[src/rtl/serial_tx_pkg.sv]
`default_nettype none
// ============================================================================
// Module   : serial_tx_pkg
// Purpose  : State encoding and line levels shared by the serial TX scheduler.
// Revision : 1.0 - initial release
// ============================================================================
package serial_tx_pkg;

  typedef enum logic [2:0] {
    IDLE   = 3'd0,
    START  = 3'd1,
    DATA   = 3'd2,
    PARITY = 3'd3,
    STOP   = 3'd4
  } state_t;

  localparam logic LINE_IDLE   = 1'b1;
  localparam logic START_LEVEL = 1'b0;
  localparam logic STOP_LEVEL  = 1'b1;

endpackage
`default_nettype wire

[src/rtl/rr_arbiter.sv]
`default_nettype none
// ============================================================================
// Module   : rr_arbiter
// Purpose  : Combinational round-robin pick; search begins at i_pointer and wraps.
// Revision : 1.0 - initial release
// ============================================================================
module rr_arbiter #(
  parameter int NUM_REQ = 2
) (
  input  logic [NUM_REQ-1:0]         i_req_valid,
  input  logic [$clog2(NUM_REQ)-1:0] i_pointer,
  input  logic                       i_enable,
  output logic [NUM_REQ-1:0]         o_grant,
  output logic [$clog2(NUM_REQ)-1:0] o_win_id,
  output logic                       o_any
);

  localparam int PW = $clog2(NUM_REQ);

  logic [PW:0] w_sum;

  always_comb begin
    o_grant  = '0;
    o_win_id = '0;
    o_any    = 1'b0;
    w_sum    = '0;
    for (int k = 0; k < NUM_REQ; k++) begin
      // One extra bit keeps pointer+offset from overflowing before the wrap.
      w_sum = {1'b0, i_pointer} + (PW+1)'(k);
      if (w_sum >= (PW+1)'(NUM_REQ)) begin
        w_sum = w_sum - (PW+1)'(NUM_REQ);
      end
      if (i_enable && !o_any && i_req_valid[w_sum[PW-1:0]]) begin
        o_any                     = 1'b1;
        o_grant[w_sum[PW-1:0]]    = 1'b1;
        o_win_id                  = w_sum[PW-1:0];
      end
    end
  end

endmodule
`default_nettype wire

[src/rtl/serial_tx_scheduler.sv]
`default_nettype none
// ============================================================================
// Module   : serial_tx_scheduler
// Purpose  : Round-robin shares one LSB-first framed serial line between
//            NUM_REQ producers. Define SERIAL_TX_PARITY_EN for an even-parity bit.
// Revision : 1.0 - initial release
// ============================================================================
module serial_tx_scheduler
  import serial_tx_pkg::*;
#(
  parameter int NUM_REQ      = 2,
  parameter int DATA_W       = 8,
  parameter int CLKS_PER_BIT = 4
) (
  input  logic                        CLK,
  input  logic                        RST,
  input  logic [NUM_REQ-1:0]          REQ_VALID,
  input  logic [NUM_REQ*DATA_W-1:0]   REQ_DATA,
  output logic [NUM_REQ-1:0]          REQ_READY,
  output logic                        SER_OUT,
  output logic                        SER_EN,
  output logic [$clog2(NUM_REQ)-1:0]  GRANT_ID,
  output logic                        BUSY,
  output logic                        DONE
);

  localparam int PW = $clog2(NUM_REQ);
  localparam int CW = $clog2(CLKS_PER_BIT) + 1;
  localparam int IW = $clog2(DATA_W) + 1;
  localparam logic [CW-1:0] CNT_LAST = CW'(CLKS_PER_BIT - 1);
  localparam logic [IW-1:0] IDX_LAST = IW'(DATA_W - 1);
  localparam logic [PW-1:0] PTR_LAST = PW'(NUM_REQ - 1);

  state_t              r_state;
  state_t              w_state_next;
  logic [CW-1:0]       r_cnt;
  logic [IW-1:0]       r_bit_idx;
  logic [DATA_W-1:0]   r_shift;
  logic [DATA_W-1:0]   w_shift_next;
  logic [PW-1:0]       r_ptr;
  logic [PW-1:0]       r_grant_id;
  logic [PW-1:0]       w_win;
  logic [NUM_REQ-1:0]  w_grant;
  logic                w_any;
  logic                w_arb_en;
  logic                w_tick_last;
  logic                w_ser_next;
  logic                w_en_next;
  logic                r_ser_out;
  logic                r_ser_en;
  logic                r_done;
  logic [DATA_W-1:0]   w_words [NUM_REQ];
  logic [DATA_W-1:0]   w_word;
`ifdef SERIAL_TX_PARITY_EN
  logic                r_parity;
`endif

  genvar gi;
  generate
    for (gi = 0; gi < NUM_REQ; gi++) begin : g_unpack
      assign w_words[gi] = REQ_DATA[gi*DATA_W +: DATA_W];
    end
  endgenerate

  // Reset gates arbitration so no accept strobe is seen while RST is held.
  assign w_arb_en    = (r_state == IDLE) && !RST;
  assign w_word      = w_words[w_win];
  assign w_tick_last = (r_cnt == CNT_LAST);

  rr_arbiter #(
    .NUM_REQ (NUM_REQ)
  ) u_arb (
    .i_req_valid (REQ_VALID),
    .i_pointer   (r_ptr),
    .i_enable    (w_arb_en),
    .o_grant     (w_grant),
    .o_win_id    (w_win),
    .o_any       (w_any)
  );

  always_ff @(posedge CLK) begin
    if (RST) begin
      r_state <= IDLE;
    end else begin
      r_state <= w_state_next;
    end
  end

  always_comb begin
    w_state_next = r_state;
    case (r_state)
      IDLE:   if (w_any) w_state_next = START;
      START:  if (w_tick_last) w_state_next = DATA;
      DATA: begin
        if (w_tick_last && (r_bit_idx == IDX_LAST)) begin
`ifdef SERIAL_TX_PARITY_EN
          w_state_next = PARITY;
`else
          w_state_next = STOP;
`endif
        end
      end
`ifdef SERIAL_TX_PARITY_EN
      PARITY: if (w_tick_last) w_state_next = STOP;
`endif
      STOP:   if (w_tick_last) w_state_next = IDLE;
      default: w_state_next = IDLE;
    endcase
  end

  always_comb begin
    w_shift_next = r_shift;
    if (w_any) begin
      w_shift_next = w_word;
    end else if ((r_state == DATA) && w_tick_last) begin
      w_shift_next = {1'b0, r_shift[DATA_W-1:1]};
    end
  end

  // Line level is computed from next state so the registered pin lines up with it.
  always_comb begin
    w_ser_next = LINE_IDLE;
    w_en_next  = (w_state_next != IDLE);
    case (w_state_next)
      START:  w_ser_next = START_LEVEL;
      DATA:   w_ser_next = w_shift_next[0];
`ifdef SERIAL_TX_PARITY_EN
      PARITY: w_ser_next = r_parity;
`endif
      STOP:   w_ser_next = STOP_LEVEL;
      default: w_ser_next = LINE_IDLE;
    endcase
  end

  always_ff @(posedge CLK) begin
    if (RST) begin
      r_cnt      <= '0;
      r_bit_idx  <= '0;
      r_shift    <= '0;
      r_ptr      <= '0;
      r_grant_id <= '0;
      r_ser_out  <= LINE_IDLE;
      r_ser_en   <= 1'b0;
      r_done     <= 1'b0;
`ifdef SERIAL_TX_PARITY_EN
      r_parity   <= 1'b0;
`endif
    end else begin
      r_cnt     <= ((r_state == IDLE) || w_tick_last) ? '0 : r_cnt + CW'(1);
      r_shift   <= w_shift_next;
      r_ser_out <= w_ser_next;
      r_ser_en  <= w_en_next;
      r_done    <= (r_state == STOP) && w_tick_last;
      if (r_state != DATA) begin
        r_bit_idx <= '0;
      end else if (w_tick_last) begin
        r_bit_idx <= (r_bit_idx == IDX_LAST) ? '0 : r_bit_idx + IW'(1);
      end
      if (w_any) begin
        r_grant_id <= w_win;
        r_ptr      <= (w_win == PTR_LAST) ? '0 : w_win + PW'(1);
`ifdef SERIAL_TX_PARITY_EN
        r_parity   <= ^w_word;
`endif
      end
    end
  end

  assign REQ_READY = w_grant;
  assign SER_OUT   = r_ser_out;
  assign SER_EN    = r_ser_en;
  assign GRANT_ID  = r_grant_id;
  assign BUSY      = (r_state != IDLE);
  assign DONE      = r_done;

endmodule
`default_nettype wire

[config.mk]
export PLATFORM = sky130hd
export DESIGN_NAME = serial_tx_scheduler
export DESIGN_NICKNAME = d
export VERILOG_FILES = /design/src/rtl/serial_tx_pkg.sv /design/src/rtl/rr_arbiter.sv /design/src/rtl/serial_tx_scheduler.sv
export SDC_FILE = /design/constraint.sdc
export NUM_CORES = 1
export LEC_CHECK = 0
export CAP_MARGIN = 20
export CORE_ASPECT_RATIO = 1.5
export CORE_UTILIZATION = 40
export CTS_CLUSTER_DIAMETER = 60
export DETAILED_ROUTE_END_ITERATION = 12
export PLACE_DENSITY = 0.74
export SLEW_MARGIN = 20
export SYNTH_ARGS = -nofsm -noshare
export SYNTH_HDL_FRONTEND = slang
export SYNTH_SLANG_ARGS = --single-unit
[constraint.sdc]
create_clock -name CLK -period 1.9 [get_ports CLK]
set_input_delay 0.475 -clock CLK [delete_from_list [all_inputs] [get_ports CLK]]
set_output_delay 0.475 -clock CLK [all_outputs]
set_load 0.01 [all_outputs]
# [After elaboration in Yosys (flattened, before gate mapping)]
# Index checks and enable logic that the tools add are counted.
[totals] regBits=23
[classes] n_reduce_logical=18 n_lt_le_gt_ge=7 bitwise=2 n_mux=29 n_eq_ne=8 n_addsub=6
[ops] op="$mux 8" count=5
[ops] op="$mux 1" count=13
[ops] op="$mux 3" count=4
[ops] op="$pmux 3 s4" count=1
[ops] op="$eq 3x2->1 const B" count=3
[ops] op="$logic_and 1x1->1" count=9
[ops] op="$eq 3x1->1 const B" count=2
[ops] op="$reduce_bool 3->1" count=2
[ops] op="$add 4x1->4 const B" count=1
[ops] op="$eq 4x3->1 const B" count=1
[ops] op="$ge 2x2->1 const B" count=2
[ops] op="$lt 1x2->1 const B" count=2
[ops] op="$mux 2" count=2
[ops] op="$mux 4" count=1
[ops] op="$reduce_or 2->1" count=2
[ops] op="$add 3x1->3 const B" count=1
[ops] op="$eq 3x3->1 const B" count=1
[ops] op="$logic_not 3->1" count=1
[ops] op="$ne 3x2->1 const B" count=1
[ops] op="$add 1x1->2 const B" count=1
[ops] op="$demux 1 s1" count=2
[ops] op="$ge 1x1->1 const B" count=2
[ops] op="$ge 1x2->1 const B" count=1
[ops] op="$logic_not 1->1" count=2
[ops] op="7 further kinds" count=8

# [Logic depth before layout (Yosys ltp)]
# Gate-level depths: netlist of the first run.
[depth] depth_word=16 ltp_mapped=7 depth_no_buf=6

# [Hierarchy]
# A second synthesis of the first run with hierarchy kept.
[hier_totals] cells_unflattened=117 hier_area_um2=1093.5
[modules_own_cells] mod="serial_tx_scheduler" area_each_um2=1059.8 cells_per_inst=110 instances=1 seq_area_each_um2=460.4
[modules_own_cells] mod="rr_arbiter" area_each_um2=33.8 cells_per_inst=7 instances=1 seq_area_each_um2=0.0

# [Least setup slack after synthesis of the first run]
# OpenSTA, ideal clock, no wires.
[synth_path] path_type="input-to-output" start="input port RST" end="output port REQ_READY[1]" arrival_ns=1.306 cell_stages=4 required_time_ns=1.425 path_buffers=1 slack_ns=0.119 cell_sequence="buf_2 -> nor4_4 -> inv_1 -> nor2_1"
[synth_between] elab_chain_cells=8
[synth_lines] item="start: declaration" line_no="serial_tx_scheduler.sv:16" source="input logic RST,"
[synth_lines] item="$logic_not 1->1 (*)" line_no="serial_tx_scheduler.sv:66" source="assign w_arb_en = (r_state == IDLE) && !RST;"
[synth_lines] item="$logic_and 1x1->1 (*)" line_no="serial_tx_scheduler.sv:66"
[synth_lines] item="$logic_and 1x1->1" line_no="rr_arbiter.sv:33" source="if (i_enable && !o_any && i_req_valid[w_sum[PW-1:0]]) begin"
[synth_lines] item="$mux 1" line_no="rr_arbiter.sv:33"
[synth_lines] item="$logic_not 1->1" line_no="rr_arbiter.sv:33"
[synth_lines] item="$logic_and 1x1->1 (2 in a row)" line_no="rr_arbiter.sv:33"
[synth_lines] item="$mux 2 (*)" line_no="rr_arbiter.sv:33"
[synth_lines] item="end: declaration" line_no="serial_tx_scheduler.sv:19" source="output logic [NUM_REQ-1:0] REQ_READY,"
# Mark *: on every way between the ends. The rest lies on a longest branch, timed or not.

# [Worst setup path in the final report of the first run]
[layout_path] start="register r_state[0]" end="output port BUSY"
[layout_between] elab_chain_cells=1
[layout_lines] item="start: declaration" line_no="serial_tx_scheduler.sv:34" source="state_t r_state;"
[layout_lines] item="start signal: assignment" line_no="serial_tx_scheduler.sv:85" source="r_state <= w_state_next;"
[layout_lines] item="$reduce_bool 3->1" line_no="serial_tx_scheduler.sv:173" source="assign BUSY = (r_state != IDLE);"
[layout_lines] item="end: declaration" line_no="serial_tx_scheduler.sv:23" source="output logic BUSY,"
# No other way between the ends.

==> metrics, run 1 <==
post-synth net total=157; Die Wd=around 46 um; Post-Syn Area=1181 um^2; Routed Antenna Nets=0; fmax=around 0.54 GHz; status=finished, final reports clean; Final period util=0.9779; Flop pwr share=0.506; largest net degree at the start of global routing=13; CP endpoint kind=output port; Int Power=just under 0.8 mW; Routed Wire Length=between 2 and 3 mm; Post-Synthesis Cells=roughly 130; hold_buf cts=0; Clk pwr share=0.285; final hold violations=0; CTS tree=yes; hold depth=1; worst hold start=r_cnt[0]$_SDFF_PP0_; vias in the first global route=about 1200; Power Dens Cells=624.5 nW/um^2; Unique masters post-synth=35; critical path fanouts, max=7; clock buffer depth=2; Clock Sinks=23; Max IR drop VDD=roughly 0.57 mV; maxcap violations=0; # IOs=27; Post-synth EDFFs=0; Root Buffer=clkbuf_8; die area=3179 um^2; RSZ-0062 raised after global routing=no; Leak=0.6731 nW; worst setup margin=roughly 0.042 ns; initial core utilization=0.4320; synth cell count leaders=dfxtp_1 (23), o211ai_1 (16), nor2_1 (11); max incr delay on CP=0.37 ns; asr flop ratio synth=0; Worst R2R End=SER_EN$_SDFF_PP0_; crit start category=flop; Final Critical Period=between 1.5 and 2 ns; Rel. slew slack=0.7149; Via Count=between 1000 and 1500; CP cell instances=buf_4, or3_4, clkdlybuf4s15_2; gr usage total=0.2001; hold crit path type=reg2reg; Avg Cell Area, Syn=about 8.8 um^2; CTS Buf Count=3; combinational share of power=0.209; Data required, critical path=roughly 1.4 ns; Antenna Cells=0; global-route wire length before repair=~4.6 mm; Slew @ Worst Pin=between 0.4 and 0.5 ns; Buffers on Ports=26; Clk Latency, worst-skew pair=0.26 ns; gpl congestion=around 0.84; Sw Ratio=0.2435; die height=68.55 um; R2R cell count=6; CORE AREA=roughly 2700 um^2; cell area after layout=1645 um^2; 1st-pass router iterations=4; Synth Register Bits=23; clock skew=0.002765 ns; net switching power=~0.25 mW; hold endpoint=r_cnt[0]$_SDFF_PP0_; via/cell ratio=around 5.3; drt drc=0; Pins Over Slew Limit=0; Setup-failing EPs final=0; layout cells sized above 1=0.1989; initial antenna violation count=0; Synth top area share=0.3898; Detailed Route Iter0 Violations=11; HPWL after detailed placement=2.233 mm; nets=200; Setup TNS=0 ns; Routed WL per cell=between 10 and 15 um; Synth Warn #=0; area grow syn2layout=39.30%; WP data arrival=about 1.4 ns; reg2reg start=r_cnt[0]$_SDFF_PP0_; DP Area=1578 um^2; Synth Flop Type=dfxtp_1; most frequent cell after synthesis=dfxtp_1; H-tree depth=1; synth top area cells=dfxtp_1 (39%), o211ai_1 (10%), a21o_1 (6.4%); leading area contributor after synthesis=dfxtp_1; pre-CTS setup slack=-0.6227 ns; sequential area share after synthesis=0.3898; Hold Worst Slack=~0.43 ns; row cnt=23; FF-to-FF setup slack=~0.21 ns; Worst-path clk slew=~0.07 ns; slowest stage cell, crit path=or3_4; global route total overflow=0; Setup CP Type=reg2out
-- worst max path at each step --
stage | end | depth (start not counted) | slack [ns] | start
after floorplan | REQ_READY[1] | 4 | 0.12 | RST
after global placement | REQ_READY[1] | 5 | -0.58 | RST
after detailed placement | REQ_READY[1] | 5 | -0.62 | RST
after CTS | BUSY | 3 | 0.03 | r_state[1]$_SDFF_PP0_
after global routing | BUSY | 3 | 0.01 | r_state[1]$_SDFF_PP0_
final | BUSY | 3 | 0.04 | r_state[0]$_SDFF_PP0_
-- worst max-delay path, delay by kind of cell (launching register included) --
kind,cells,cell delay [ns]
buf+inv,2,0.41
simple gates,1,0.37
flops,1,0.35
-- power groups by stage --
stage | registers (mW) | logic [mW] | clock network [mW]
finish | 0.520 | 0.215 | 0.293
global route | 0.523 | 0.234 | 0.321
CTS | 0.520 | 0.211 | 0.304
detailed placement | 0.531 | 0.209 | 0
global placement | 0.530 | 0.204 | 0
floorplan | 0.532 | 0.0988 | 0
-- cell type report --
type	instances	area [um^2]
flip-flops and latches	23	461.7
well taps	37	46.29
repair buffers	46	400.4
fillers	258	1089
clock buffers	4	45.04
multi-input cells	96	665.6
inverters	7	26.28
-- registers in the layout (all words and copies together), names as in the netlist --
name,cells
r_shift,8
r_bit_idx,4
r_cnt,3
r_state,3
DONE,1
GRANT_ID,1
SER_EN,1
SER_OUT,1
r_ptr,1
-- repair_timing --
item | CTS | global route
gates cloned | 0 | 0
resized for setup | 19 | 4
setup endpoints to repair | 3 | 1
pin swaps | 2 | 3
setup buffers | 1 | 1
-- per-layer routing --
| metal | vias up | global-route usage | wire [um] |
|---|---|---|---|
| met4 | 0 | 0.08824 | 48 |
| met2 | 28 | 0.4132 | 1571 |
| li1 | 580 | - | - |
| met3 | 5 | 0.02604 | 111 |
| met1 | 525 | 0.1750 | 1123 |
| met5 | - | 0 | 0 |
-- cells by family (layout without fill, tap and decap cells) --
group | after synthesis | in the layout | share of synthesized area
AOI/OAI and AO/OA | 53 | 53 | 0.3040
and+or+nand+nor | 36 | 36 | 0.1812
adders and majority gates | 3 | 3 | 0.03178
xor gates and xnor gates | 1 | 1 | 0.007417
DFF | 23 | 23 | 0.3898
buffers and inverters | 15 | 57 | 0.06037
muxes | 3 | 3 | 0.02542
-- metrics by stage --
step	power [mW]	std cells	util
floorplan	0.6313	134	-
global placement	0.7337	207	0.5771
detailed placement	0.7398	207	0.5771
CTS	1.035	212	0.5973
global route	1.078	213	0.6018
finish	1.028	213	0.6018
-- placed cells by master, fill, tap and decap left out, drive strengths merged --
cell type,Yosys,final
o31ai,6,6
clkdlybuf4s50,0,20
and2,1,1
dlygate4sd2,0,2
o21ai,7,7
a31oi,1,1
clkbuf,3,5
nand4,1,1
or3,4,4
a21o,10,10
mux2i,3,3
dfxtp,23,23
and3b,2,2
ha,3,3
nand2b,1,1
a32oi,2,2
inv,7,7
nor3,1,1
a21oi,10,10
and3,2,2
xor2,1,1
nand4bb,1,1
nor2b,1,1
clkdlybuf4s15,0,1
nor4,2,2
nor2,11,11
nand2,5,5
nand3,1,1
o211ai,16,16
nor3b,1,1
or2,2,2
o211a,1,1
buf,5,22
Note: power is estimated with default switching activity, not from simulation.
==> inputs of run 2 (changes only) <==
- CORE_ASPECT_RATIO: 1.5 -> 1.1
- DONT_BUFFER_PORTS: unset -> 1
- PLACE_DENSITY: 0.74 -> 0.62
==> run 2 against run 1 <==
Total power down 14%. Worst hold slack worse by 0.22 ns. Final area down 23%. Highest routed layer unchanged. First-iteration DRC count up 130%. Count of clock-buffer cells in the layout down 1. Final cell count down 21%. Flip-flop and latch count unchanged. Critical endpoint is now REQ_READY[0]. Sequential power up 2%. Combinational power down 45%. Fmax up 3.6%.
==> metrics, run 2 (synthesis results as in run 1) <==
max incr delay on CP=~0.38 ns; Max IR drop VDD=slightly above 0.3 mV; initial core utilization=0.4252; CORE AREA=about 2800 um^2; Biggest register=r_shift; fillers=about 270; most common cell after layout, fill and taps aside=dfxtp_1; Clock Sinks=23; Data required, critical path=1.42 ns; Worst-path clk slew=0.14 ns; Die Wd=53.81 um; reg2reg start=r_state[2]$_SDFF_PP0_; hold depth=1; DP Area=~1200 um^2; gr usage total=0.1712; max reg flops=8; Routed Wire Length=2.431 mm; Final period util=0.9438; fmax=0.5577 GHz; cell area after layout=roughly 1300 um^2; # IOs=27; critical path fanouts, max=3; global route total overflow=0; WP data arrival=1.32 ns; Power, Total=0.8794 mW; die area=3174 um^2; slowest stage cell, crit path=dfxtp_4; Clk Latency, worst-skew pair=0.32 ns; Detailed Route Iter0 Violations=25; CTS tree=yes; vias in the first global route=slightly below 1000; largest net degree at the start of global routing=15; hold crit path type=in2reg; Setup-failing EPs final=0; crit start category=flop; clock skew=between 0.02 and 0.025 ns; Antenna Cells=0; initial antenna violation count=0; Leak=around 0.5 nW; via/cell ratio=approximately 6.1; clock buffer depth=2; CTS Buf Count=3; R2R cell count=6; maxcap violations=0; Multi-input gate area=~660 um^2; drt drc=0; Reg area=about 470 um^2; Slew @ Worst Pin=0.4448 ns; commonest cells after routing, fill and taps aside=dfxtp_1 (21), o211ai_1 (16), nor2_1 (10), a21oi_1 (10), a21o_1 (10); Setup TNS=0 ns; area grow syn2layout=7.521%; CP cell instances=nor4_4, and3_4; global-route wire length before repair=between 3 and 4 mm; final hold violations=0; row cnt=20; nets=160; biggest regs=r_shift: 8 flops, r_bit_idx: 4 flops; hold endpoint=DONE$_SDFF_PP0_; die height=between 50 and 60 um; Pins Over Slew Limit=0; FF-to-FF setup slack=around 0.19 ns; Root Buffer=clkbuf_4; status=finished, final reports clean; hold_buf cts=0; Buffers on Ports=0; Worst R2R End=SER_EN$_SDFF_PP0_; Routed Antenna Nets=0; layout cells sized above 1=0.1324; Non-Filler Instances=169; Rel. slew slack=0.7021; Via Count=between 1000 and 1500; H-tree depth=1; RSZ-0062 raised after global routing=no; HPWL after detailed placement=1.845 mm; Final Critical Period=between 1.5 and 2 ns; worst hold start=RST; 1st-pass router iterations=4; gpl congestion=between 0.7 and 0.8; Setup CP Type=reg2out; Placed Instances=around 160; CP endpoint kind=output port; Routed WL per cell=14.38 um; Power Dens Cells=approximately 690 nW/um^2
==> run 2: cell count changes in the layout (fill, tap and decap cells not counted), moves of 2 or more <==
cell	previous run	this run
buf_4	20	6
clkbuf_8	3	0
clkdlybuf4s50_1	20	0
clkbuf_4	0	3
dlygate4sd2_1	2	0
==> run 2: worst max path at each step <==
stage / startpoint / endpoint / slack, ns / cells after the start
floorplan: RST / REQ_READY[1] / 0.12 / 4
global placement: r_cnt[0]$_SDFF_PP0_ / SER_EN$_SDFF_PP0_ / 0.31 / 6
detailed placement: r_cnt[0]$_SDFF_PP0_ / r_shift[0]$_SDFF_PP0_ / 0.24 / 7
CTS: r_state[0]$_SDFF_PP0_ / REQ_READY[1] / 0.04 / 3
global route: r_state[0]$_SDFF_PP0_ / REQ_READY[0] / 0.008 / 2
finish: r_state[0]$_SDFF_PP0_ / REQ_READY[0] / 0.11 / 2
==> run 2: timing repair <==
item,CTS,global route
pin swaps,1,2
gates cloned,0,0
buffers inserted,1,2
setup endpoints to repair,2,2
endpoints found under the hold margin,0,0
resized for setup,1,7
==> run 2: metal layers <==
layer | share of wire | track usage | vias to the layer above
met1 | 0.42 | 0.1850 | 477
li1 | - | - | 502
met3 | 0.084 | 0.04359 | 2
met5 | 0 | 0 | -
met2 | 0.49 | 0.2963 | 45
met4 | 0.0078 | 0.09398 | 0
==> run 2: where the power goes <==
part | total [mW] | internal (mW) | switching (mW)
Combinational | 0.119 | 0.0547 | 0.0640
Sequential | 0.529 | 0.508 | 0.0212
Clock | 0.232 | 0.0803 | 0.151
==> run 2: area by class of cell <==
| class | count | share of cell area |
|---|---|---|
| repair buffers | 6 | 0.03547 |
| clock buffers | 3 | 0.01773 |
| inverters | 7 | 0.02069 |
| multi-input cells | 96 | 0.5212 |
| flip-flops and latches | 23 | 0.3665 |
| well taps | 33 | 0.03251 |
| clock inverters | 1 | 0.005911 |
==> run 2: critical path, delay by kind of cell, from the launching register on <==
family,cells,cell delay (ns)
DFF,1,0.38
and+or+nand+nor,2,0.62
==> run 2: metrics by stage <==
stage	utilization	setup WS, ns	hold slack, ns
2_1_floorplan	-	0.1186	0.3978
3_3_place_gp	0.4320	0.3071	0.4045
3_5_place_dp	0.4320	0.2449	0.4225
4_1_cts	0.4464	0.03999	0.1939
5_1_grt	0.4572	0.007565	0.1854
6_report	0.4572	0.1068	0.2068
==> inputs of run 3 (changes only) <==
- CAP_MARGIN: 20 -> 10
==> results of run 3 <==
No change in the layout: final DEF, timing and power equal those of run 2.
==> RTL change 1, RTL diff (settings of run 2) <==
Add a define of `SERIAL_TX_PARITY_EN`.
--- a/src/rtl/serial_tx_scheduler.sv
+++ b/src/rtl/serial_tx_scheduler.sv
@@ -5,6 +5,8 @@
 //            NUM_REQ producers. Define SERIAL_TX_PARITY_EN for an even-parity bit.
 // Revision : 1.0 - initial release
 // ============================================================================
+`define SERIAL_TX_PARITY_EN
+
 module serial_tx_scheduler
   import serial_tx_pkg::*;
 #(
Formal check against the unedited RTL: no difference found for any inputs over 10 cycles, from zero or initial values and one cycle with RST high; that may be too few to reach the edited logic, so the function may still have changed.
==> RTL change 1 against run 2 <==
Critical path depth increased by 2; setup slack worse by 0.059 ns; fmax decreased by 3.2%; via count up 4.5%; clock power up 17%; cell count is 22% higher; total power increased by 17%; synthesized area increased by 20%; first-iteration DRC count grew 8.0%; sequential cell count grew 1; cell area rose by 19%; synthesized cell count is 18% higher; routed wire length is 7.5% higher; highest routed layer unchanged.
==> RTL change 1: results <==
metrics = {
    "run_status": {
        "outcome": "completed",
    },
    "global_route": {
        "grt_first_pass_wirelength_um": 4470,
        "track_usage": 0.153,
        "grt_max_degree": 20,
    },
    "sta": {
        "fin_skew_ns": 0.00897,
        "maxSlewHeadroom": 0.770,
    },
    "logic_synthesis": {
        "yosys-top-cells-area": "dfxtp_1 34%, xnor2_1 8.0%, a311oi_2 7.4%",
        "seq_area_frac_synth": 0.339,
    },
    "power_and_ir_drop": {
        "vdd_ir_drop_max_mv": 0.262,
        "p_total_mw": 1.03,
        "pwr-share-comb": 0.197,
        "power.internal_mw": 0.758,
    },
    "finish": {
        "nonClkBufAreaFrac": 0.0398,
        "seq_share": 0.321,
        "finalNonFillerCells": 207,
        "clk_share": 0.0241,
    },
    "critical_path": {
        "cp-startpoint": "r_state[1]",
        "reg2reg_slack_ns": 0.14,
        "r2r-end": "r_shift[5]",
        "reg2reg_depth": 7,
        "worstPathArrival_ns": 1.38,
    },
    "cts": {
        "post_cts_buffers": 0,
        "post_cts_resized": 3,
    },
    "placement": {
        "post-place-cells": 203,
        "globalplace.congestion": 0.719,
        "dp_hpwl_um": 2080,
    },
}
## RTL change 1: changes by cell type after synthesis, moves of 3 or more
cell,run 2,this run
a21oi_1,10,5
nand2_2,0,7
nand2_1,5,27
inv_1,6,1
a311oi_2,0,7
o21a_1,0,3
nor3b_1,0,3
o31ai_1,6,0
xnor2_1,0,13
and3_1,2,8
o211ai_1,16,0
o21ai_0,7,4
nand2b_1,1,5
a21o_1,10,0
## RTL change 1: logic make-up after synthesis
logic type | count (synthesis) | synth area share
simple gates | 76 | 0.310
buf+inv | 13 | 0.0626
xor+xnor | 16 | 0.0988
compound gates | 25 | 0.156
mux | 1 | 0.00705
flops | 24 | 0.339
fa+ha+maj | 3 | 0.0265
## RTL change 1: worst min path at each step
| stage | end | cells past startpoint | slack [ns] | startpoint |
|---|---|---|---|---|
| floorplan | r_cnt[0] | 1 | 0.40 | r_cnt[0] |
| global placement | r_cnt[0] | 1 | 0.40 | r_cnt[0] |
| detailed placement | r_cnt[0] | 1 | 0.42 | r_cnt[0] |
| CTS | r_shift[1] | 1 | 0.20 | RST |
| global route | r_shift[1] | 1 | 0.18 | RST |
| finish | r_shift[1] | 1 | 0.21 | RST |
## RTL change 1: routing by layer
metal | global-route usage | vias up | routed length [µm]
met2 | 0.274 | 24 | 1370
li1 | - | 551 | -
met1 | 0.177 | 495 | 1110
met5 | 0 | - | 0
met4 | 0.0595 | 0 | 24
met3 | 0.0259 | 2 | 109
## RTL change 1: stage by stage
stage / worst slack [ns] / area, µm²
3_5_place_dp: 0.152 / 1460
4_1_cts: 0.0210 / 1500
5_1_grt: -0.0430 / 1510
3_3_place_gp: 0.205 / 1460
6_report: 0.0481 / 1510
2_1_floorplan: 0.168 / 1420
==> RTL change 2, RTL diff (config.mk and constraints of run 2) <==
Without the edit above. Re-encode `state_t` (5 states) as one-hot, 5 bits wide.
--- a/src/rtl/serial_tx_pkg.sv
+++ b/src/rtl/serial_tx_pkg.sv
@@ -6,12 +6,12 @@
 // ============================================================================
 package serial_tx_pkg;
 
-  typedef enum logic [2:0] {
-    IDLE   = 3'd0,
-    START  = 3'd1,
-    DATA   = 3'd2,
-    PARITY = 3'd3,
-    STOP   = 3'd4
+  typedef enum logic [4:0] {
+    IDLE   = 5'b00001,
+    START  = 5'b00010,
+    DATA   = 5'b00100,
+    PARITY = 5'b01000,
+    STOP   = 5'b10000
   } state_t;
 
   localparam logic LINE_IDLE   = 1'b1;
Check against the original RTL: same outputs for any inputs over 10 cycles, from zero or initial values and one cycle with RST high; not proved beyond that.
==> RTL change 2 against run 2 <==
Sequential cell count up 2; routed wire length rose by 25%; core utilization rose by 3.1 points; setup slack got worse by 0.098 ns; sequential power is 6.0% higher; synthesized area is 10% higher; cell area is 18% higher; critical path depth up 2; first-iteration DRC count shrank 32%; total power grew 10%; clock skew fell by 0.010 ns; die area up 9.8%; register-to-register slack worse by 0.04 ns; sequential share of layout area down 2.9 points; highest routed layer unchanged.
==> RTL change 2: results <==
metrics = {
    "global_route": {
        "antenna_found_initial": 0,
        "grt_pass1_vias": 1127,
        "track_usage": 0.180,
        "grt.overflow.total": 0,
        "grt_max_degree": 16,
        "grt_first_pass_wirelength_um": 4840,
    },
    "placement": {
        "port_buffers": 0,
        "dp_hpwl_um": 2240,
        "globalplace.congestion": 0.843,
        "placed_cell_area_um2": 1400,
        "pre_cts_ws_ns": 0.166,
    },
    "cts": {
        "clock_tree.root_cell": "clkbuf_4",
        "cts_buffer_depth": 2,
        "htree_levels": 1,
        "numCtsBuffers": 3,
        "clkTransAtPathRegs_ns": 0.15,
        "clock_latency_ns": 0.33,
    },
    "hold_path": {
        "hold_class": "input port to flip-flop",
        "hp-start": "RST",
        "hold_depth": 1,
        "hold_end": "r_cnt[2]",
    },
    "critical_path": {
        "reg2reg_depth": 6,
        "timing.critical_path.slowest_stage_cell": "dfxtp_4",
        "max_stage_delay_ns": 0.38,
        "timing.rr.start": "r_cnt[0]",
        "worstPathArrival_ns": 1.42,
        "crit_family": "simple AND/OR/NAND/NOR gates",
        "critical_path.max_fanout": 3,
        "r2r-end": "SER_OUT",
        "reg2reg_slack_ns": 0.15,
    },
    "drt": {
        "dr.pass1.iters": 4,
        "wl_per_cell_um": 16.4,
        "drc_errors": 0,
        "via_per_inst": 6.16,
        "drt-initial-drc-count": 17,
    },
    "finish": {
        "antenna_cells": 0,
        "layout.nets": 176,
        "fillCellCount": 289,
        "drive_gt1_frac": 0.283,
        "biggestRegsByFlops": "r_shift: 8 flops, r_state: 5 flops, r_bit_idx: 4 flops",
        "finalNonFillerCells": 186,
        "layout_commonest_cell": "dfxtp_1",
    },
    "power_and_ir_drop": {
        "vdd_ir_drop_max_mv": 0.418,
        "p_leak_nw": 0.609,
    },
    "logic_synthesis": {
        "async_flop_share": 0,
        "yosys-top-cells-count": "25 x dfxtp_1, 10 x nor2_1, 9 x nand2_1, 6 x inv_1, 6 x nor3_1",
        "netlist_instances": 138,
        "syn_nets": 161,
        "yosysWarnings": 0,
        "yosys-top-cells-area": "dfxtp_1 38%, nor4b_4 3.7%, o311a_2 3.5%",
        "seq_area_frac_synth": 0.385,
        "synth_cell_type_count": 48,
    },
    "run_status": {
        "outcome": "completed",
    },
    "sta": {
        "fin_skew_ns": 0.0101,
        "whs_ns": 0.193,
    },
}
## RTL change 2: cell families after synthesis
family	synth area share
buffers and inverters	0.0577
other	0.00288
adder cells (fa/ha/maj)	0.0288
AND/OR/NAND/NOR	0.264
flip-flops	0.385
AO/OA/AOI/OAI	0.232
XOR/XNOR	0.0135
multiplexers	0.0163
## RTL change 2: cell type report
cell class	count	area, µm²	share of cell area
Inverter	6	25.0	0.0167
Multi-Input combinational cell	98	754	0.503
Sequential cell	25	507	0.337
Clock buffer	3	22.5	0.0150
Clock inverter	1	7.51	0.00500
Timing Repair Buffer	19	143	0.0950
Tap cell	34	42.5	0.0283
## RTL change 2: repair_timing
item | in CTS | in global routing
setup buffers | 2 | 3
resized for setup | 9 | 4
hold buffers | 0 | 0
pin swaps | 1 | 2
endpoints found under the setup margin | 3 | 4
## RTL change 2: worst register-to-register path, stage by stage (launching register included)
cell and delay, ns:
dfxtp_1 0.34, ha_1 0.19, ha_1 0.21, and4b_1 0.21
o31ai_1 0.24, nand4_1 0.14, a221o_1 0.32
## RTL change 2: how the worst max path moves through the flow
stage,to,slack [ns],from
floorplan,REQ_READY[0],0.13,REQ_VALID[1]
detailed placement,SER_OUT,0.17,r_cnt[0]
global route,BUSY,-0.05,r_state[3]
global placement,SER_OUT,0.22,r_cnt[0]
CTS,REQ_READY[0],-0.02,r_state[3]
finish,BUSY,0.009,r_state[3]
## RTL change 2: routing by layer
metal	vias up	share of wire	track usage	routed length [µm]
li1	552	-	-	-
met1	569	0.44	0.211	1340
met2	21	0.52	0.333	1580
met3	4	0.032	0.0311	98
met4	0	0.010	0.0732	32
met5	-	0	0	0
## RTL change 2: power by group
part | switching, mW | internal [mW] | total (mW)
clock network | 0.172 | 0.0806 | 0.253
logic | 0.0774 | 0.0766 | 0.154
registers | 0.0141 | 0.547 | 0.561
